$ cat config.mk
export PLATFORM = sky130hd
export DESIGN_NAME = obstacle_spawner_flat
export DESIGN_NICKNAME = d
export VERILOG_FILES = /design/src/rtl/obstacle_spawner_if.sv /design/src/rtl/obstacle_spawner.sv /design/src/flat_wrapper.sv
export SDC_FILE = /design/constraint.sdc
export NUM_CORES = 1
export LEC_CHECK = 0
export ABC_CLOCK_PERIOD_IN_PS = 4550
export CAP_MARGIN = 20
export CORE_MARGIN = 8
export CORE_UTILIZATION = 53
export CTS_BUF_LIST = sky130_fd_sc_hd__clkbuf_4 sky130_fd_sc_hd__clkbuf_8
export CTS_CLUSTER_DIAMETER = 150
export DETAILED_ROUTE_END_ITERATION = 10
export PLACE_DENSITY_LB_ADDON = 0.2
export SKIP_CTS_REPAIR_TIMING = 1
export SLEW_MARGIN = 15
export SYNTH_ARGS = -nofsm -noshare
export SYNTH_HDL_FRONTEND = slang
export SYNTH_SLANG_ARGS = --single-unit
export TNS_END_PERCENT = 5
$ cat constraint.sdc
create_clock -name clk -period 4.55 [get_ports clk]
set_input_delay 0.455 -clock clk [delete_from_list [all_inputs] [get_ports clk]]
set_output_delay 0.455 -clock clk [all_outputs]
set_load 0.01 [all_outputs]
$ cat src/rtl/obstacle_spawner_if.sv
// obstacle_spawner_if: game-clock inputs and playfield outputs of the obstacle spawner
interface obstacle_spawner_if #(
  parameter int NSLOT = 4,
  parameter int X_W = 10
);
  logic game_clk;
  logic [8:0] min_empty;
  logic run;
  logic tick;
  logic [NSLOT-1:0] obs_valid;
  logic [NSLOT*X_W-1:0] obs_x;
  logic [NSLOT*2-1:0] obs_type;
  logic [15:0] pass_cnt;
  modport master (output game_clk, min_empty, run, input tick, obs_valid, obs_x, obs_type, pass_cnt);
  modport slave (input game_clk, min_empty, run, output tick, obs_valid, obs_x, obs_type, pass_cnt);
endinterface

$ cat src/rtl/obstacle_spawner.sv
// obstacle_spawner: scrolls obstacles left on each game-clock step and spawns new ones via an LFSR
module obstacle_spawner #(
  parameter int SCREEN_W = 640,
  parameter int NSLOT = 4,
  parameter int X_W = 10,
  parameter int STEP = 1,
  parameter int SPAWN_THR = 8,
  parameter logic [15:0] SEED = 16'hACE1
) (
  input logic clk,
  input logic rst,
  obstacle_spawner_if.slave bus
);
  logic s1, s2, s3, step, tick, spawn, ok;
  logic [15:0] lfsr, pass_cnt, pass_n;
  logic [16:0] sum;
  logic [8:0] gap_cnt, gap_next, gap_n;
  logic [NSLOT-1:0] valid, valid_n;
  logic [X_W-1:0] x [NSLOT];
  logic [X_W-1:0] x_n [NSLOT];
  logic [1:0] typ [NSLOT];
  logic [1:0] typ_n [NSLOT];
  assign step = s2 & ~s3;
  assign gap_next = (gap_cnt == 9'h1FF) ? gap_cnt : gap_cnt + 9'd1;
  assign ok = (gap_next >= bus.min_empty) && ({1'b0, lfsr[3:0]} < 5'(SPAWN_THR));
  // Spawn targets only slots free before the step, so a retiring slot waits a step
  always_comb begin
    valid_n = valid;
    x_n = x;
    typ_n = typ;
    spawn = 1'b0;
    sum = {1'b0, pass_cnt};
    for (int i = 0; i < NSLOT; i++) begin
      if (valid[i] && x[i] == '0) begin
        valid_n[i] = 1'b0;
        sum = sum + 17'd1;
      end else x_n[i] = (x[i] < X_W'(STEP)) ? '0 : x[i] - X_W'(STEP);
      if (!valid[i] && !spawn && ok) begin
        spawn = 1'b1;
        valid_n[i] = 1'b1;
        x_n[i] = X_W'(SCREEN_W - 1);
        typ_n[i] = lfsr[5:4];
      end
    end
    pass_n = sum[16] ? 16'hFFFF : sum[15:0];
    gap_n = spawn ? 9'd0 : gap_next;
  end
  always_ff @(posedge clk) begin
    if (rst) begin
      s1 <= bus.game_clk;
      s2 <= bus.game_clk;
      s3 <= bus.game_clk;
      tick <= 1'b0;
      lfsr <= SEED;
      gap_cnt <= '0;
      pass_cnt <= '0;
      valid <= '0;
      x <= '{default: '0};
      typ <= '{default: '0};
    end else begin
      s1 <= bus.game_clk;
      s2 <= s1;
      s3 <= s2;
      tick <= step;
      lfsr <= {lfsr[0] ^ lfsr[2] ^ lfsr[3] ^ lfsr[5], lfsr[15:1]};
      if (step && bus.run) begin
        gap_cnt <= gap_n;
        pass_cnt <= pass_n;
        valid <= valid_n;
        x <= x_n;
        typ <= typ_n;
      end
    end
  end
  assign bus.tick = tick;
  assign bus.obs_valid = valid;
  assign bus.pass_cnt = pass_cnt;
  for (genvar g = 0; g < NSLOT; g++) begin : g_out
    assign bus.obs_x[g*X_W +: X_W] = x[g];
    assign bus.obs_type[g*2 +: 2] = typ[g];
  end
endmodule

$ cat src/flat_wrapper.sv
// flat-port wrapper written by rule: the top's interface ports become plain ports
module obstacle_spawner_flat 
#(
  parameter int SCREEN_W = 640,
  parameter int NSLOT = 4,
  parameter int X_W = 10,
  parameter int STEP = 1,
  parameter int SPAWN_THR = 8,
  parameter logic [15:0] SEED = 16'hACE1
)
  (clk, rst, bus_game_clk, bus_min_empty, bus_run, bus_tick, bus_obs_valid, bus_obs_x, bus_obs_type, bus_pass_cnt);
  obstacle_spawner_if #(.NSLOT(NSLOT), .X_W(X_W)) bus_i ();
  input logic clk;
  input logic rst;
  input wire logic [$bits(bus_i.game_clk)-1:0] bus_game_clk;
  input wire logic [$bits(bus_i.min_empty)-1:0] bus_min_empty;
  input wire logic [$bits(bus_i.run)-1:0] bus_run;
  output wire logic [$bits(bus_i.tick)-1:0] bus_tick;
  output wire logic [$bits(bus_i.obs_valid)-1:0] bus_obs_valid;
  output wire logic [$bits(bus_i.obs_x)-1:0] bus_obs_x;
  output wire logic [$bits(bus_i.obs_type)-1:0] bus_obs_type;
  output wire logic [$bits(bus_i.pass_cnt)-1:0] bus_pass_cnt;
  assign bus_i.game_clk = bus_game_clk;
  assign bus_i.min_empty = bus_min_empty;
  assign bus_i.run = bus_run;
  assign bus_tick = bus_i.tick;
  assign bus_obs_valid = bus_i.obs_valid;
  assign bus_obs_x = bus_i.obs_x;
  assign bus_obs_type = bus_i.obs_type;
  assign bus_pass_cnt = bus_i.pass_cnt;
  obstacle_spawner #(.SCREEN_W(SCREEN_W), .NSLOT(NSLOT), .X_W(X_W), .STEP(STEP), .SPAWN_THR(SPAWN_THR), .SEED(SEED)) u_core (.clk(clk), .rst(rst), .bus(bus_i));
endmodule
==> results.md <==
* Maxcap violations at 0
* Post-layout util at 67.9%
* Cell repeated most along the worst path: xnor2_1
* Number of synthesized register bits at 97
* Final setup viols at 0
* Crit path required time at 4830 ps
* Vert. Die Dim at 128 um
* R2R cell count at 17
* Post-route ant nets at 0
* Async set or reset register ratio after synthesis at 0%
* Synth area leader: dfxtp_1
* Final GP Congestion at 0.926
* Avg Cell Area, Syn at 7.77 um2
* Via count at 6910
* Ports at 82
* Ant. Diodes at 0
* DIE AREA at 0.0163 mm2
* Slowest cell on the critical path: or4_4
* Maximum vdd drop at 0.265 mV
* Synth unique cells at 79
* Period utilisation layout at 96.7%
* Post-Route Hold Slack at 417 ps
* Initial Util at 53.3%
* GRT Total Usage at 23.6%
* CP Max Fanout at 7
* Clock transition at path regs at 100 ps
* Net Count, Synth at 884
* Clock Tree Root: clkbuf_8
* Max Slew Vio Count at 0
* Vias in the first global route at 6400
* Clock latency on the worst-skew pair at 390 ps
* Std cell rows at 41
* Inst Count DP at 1113
* RR Endpoint: u_core.bus.pass_cnt[4]$_SDFFE_PP0P_
* Antenna violations before repair at 0
* Maximum clock rate at 227 MHz
* Global-route wire length before repair at 31.7 mm
* Crit. End Element: flop
* Arr. time, crit path at 4690 ps
* Final std cells w/o fill at 1144
* Area occupied by multi-input gates at 0.00462 mm2
* Hold Crit Class: flop to flop
* Area delta synth->final at 27.3%
* Min-Delay Path Depth at 1
* Minimum clock period at 4400 ps
* DP Wirelength at 14.9 mm
* Total wire length at 19.8 mm
* Top-count cell post-synth: dfxtp_1
* Share of layout cells above drive strength 1 at 17.5%
* CTS Sinks at 97
* Critical Path Start Type: flop
* Wire length per cell at 17.3 um
* Status: completed
* Grt total ovfl at 0
* I/O Buffers at 81
* 1st-pass router iterations at 5
* Core region area at 0.0124 mm2
* Rel. slew slack at 27.9%
* Final net count at 999
* Main synth FF type: dfxtp_1
* Final Hold Vio Count at 0
* Dominant cells by area after synthesis: dfxtp_1 29%, xnor2_1 6.2%, o21ai_0 5.4%
* Post-Syn Area at 0.00662 mm2
* Worst setup path class: flop to flop
* CTS tree: done
* Total power at 2.10 mW
* # H-tree levels at 3
* Reg2reg setup slack at 150 ps
* Max incr delay on CP at 540 ps
* Worst hold start: u_core.lfsr[6]$_SDFF_PP1_
* DRC at 0
* Worst path cell trace: or4_4 > o31a_1 > or2_1 > ha_1 > buf_4 > xnor2_1 > xnor2_1 > o32ai_2 > nand3_2 > nor4_4 > o211ai_1 > a211oi_2 > xnor2_2 > and2_4 > a41oi_4 > clkbuf_16 > a21oi_2
* LEAKAGE at 3.06 nW
* Worst-Margin Slew at 1080 ps
* RR Startpoint: u_core.bus.obs_x[6]$_SDFFE_PP0P_
* Register area at 0.00195 mm2
* Clock Tree Buf Depth at 2
* Fin Clk Skew at 8.94 ps
* Num CTS Buffers at 9
* Pwr dens at 250 mW/mm2
* Largest net degree at the start of global routing at 72
* Post-synth top cells: 97 x dfxtp_1, 84 x nand2_1, 71 x o21ai_0
* Ys Warns at 0
* Hold path endpoint: u_core.lfsr[5]$_SDFF_PP1_
* Cells after synthesis at 852
* Fill cell count at 1079
* Die width at 128 um
* Drt first-iter violations at 452
* Area fraction of the dominant cell type after synthesis at 29.3%
* Number of synthesized flops with an enable pin at 0
* DR vias/cell at 6.04
* Sequential element share of the synthesized area at 29.3%
==> cell type report <==
cell class / instances / area share [%]
clock inverters: 7 / 0.876
clock buffers: 9 / 1.47
multi-input cells: 682 / 54.8
well taps: 172 / 2.55
repair buffers: 148 / 15.9
flip-flops and latches: 97 / 23.1
inverters: 29 / 1.29
==> layout by cell type, fill, tap and decap left out, drive strengths merged, types with 7 or more instances in the layout <==
| cell type | synthesis | routed |
|---|---|---|
| a21o | 14 | 14 |
| nor2b | 13 | 13 |
| a21oi | 73 | 73 |
| ha | 19 | 19 |
| o21ai | 73 | 73 |
| nand4 | 17 | 17 |
| nand2b | 17 | 17 |
| o22ai | 15 | 15 |
| nand3 | 38 | 38 |
| clkbuf | 36 | 10 |
| nor3b | 7 | 7 |
| dfxtp | 97 | 97 |
| nor3 | 30 | 30 |
| clkdlybuf4s50 | 0 | 80 |
| xor2 | 23 | 23 |
| or2 | 14 | 14 |
| nor4 | 21 | 21 |
| a31oi | 8 | 8 |
| inv | 29 | 32 |
| nor2 | 59 | 59 |
| or4 | 8 | 8 |
| and3 | 7 | 7 |
| buf | 8 | 67 |
| nand2 | 84 | 84 |
| xnor2 | 47 | 47 |
| and2 | 10 | 10 |
==> worst max path at each step <==
stage,start,endpoint,cells past startpoint
after global routing,u_core.bus.obs_x[11]$_SDFFE_PP0P_,u_core.bus.pass_cnt[15]$_SDFFE_PP0P_,15
after detailed placement,u_core.bus.obs_x[10]$_SDFFE_PP0P_,u_core.bus.pass_cnt[0]$_SDFFE_PP0P_,15
final,u_core.bus.obs_x[6]$_SDFFE_PP0P_,u_core.bus.pass_cnt[4]$_SDFFE_PP0P_,17
after CTS,u_core.bus.obs_x[10]$_SDFFE_PP0P_,u_core.bus.pass_cnt[2]$_SDFFE_PP0P_,15
after global placement,u_core.bus.obs_x[6]$_SDFFE_PP0P_,u_core.bus.pass_cnt[0]$_SDFFE_PP0P_,14
after floorplan,u_core.bus.obs_x[6]$_SDFFE_PP0P_,u_core.bus.pass_cnt[4]$_SDFFE_PP0P_,17
==> layer usage <==
metal / part of all wire [%] / up-vias / track usage [%]
met5: 0 / - / 0
li1: - / 3314 / -
met2: 49 / 249 / 39.2
met1: 42 / 3293 / 29.3
met4: 3.2 / 0 / 8.88
met3: 6.2 / 54 / 5.28
==> cells by family after synthesis <==
family / share of synthesized area, %
simple gates: 29.7
compound gates: 22.2
flops: 29.3
buf+inv: 4.35
xor+xnor: 9.26
fa+ha+maj: 3.59
mux: 1.59
==> flip-flops by register name (all words and copies together), names as in the netlist, 4 cells and up <==
register              flops
u_core.gap_cnt            9
u_core.bus.obs_valid      4
u_core.bus.obs_type       8
u_core.bus.obs_x         40
u_core.lfsr              16
u_core.bus.pass_cnt      16
==> metrics by stage <==
| stage | cell area, um2 | setup WS (ps) | setup TNS (ps) |
|---|---|---|---|
| after floorplan | 6620 | 74.4 | 0 |
| after global placement | 7870 | 209 | 0 |
| after detailed placement | 7870 | 114 | 0 |
| after CTS | 8070 | 54.2 | 0 |
| after global routing | 8430 | -52.0 | -218 |
| final | 8430 | 148 | 0 |
==> report_power, final <==
part | internal [mW] | total [mW] | switching, mW
Sequential | 0.893 | 0.948 | 0.0553
Combinational | 0.259 | 0.600 | 0.341
Clock | 0.215 | 0.556 | 0.340
==> critical path: cells and delay by family (launching register included) <==
family	cells	cell delay (ps)
simple gates	5	1470
compound gates	6	1420
xor+xnor	3	470
fa+ha+maj	1	210
buf+inv	2	390
flops	1	330
(Power assumes the default switching activity.)
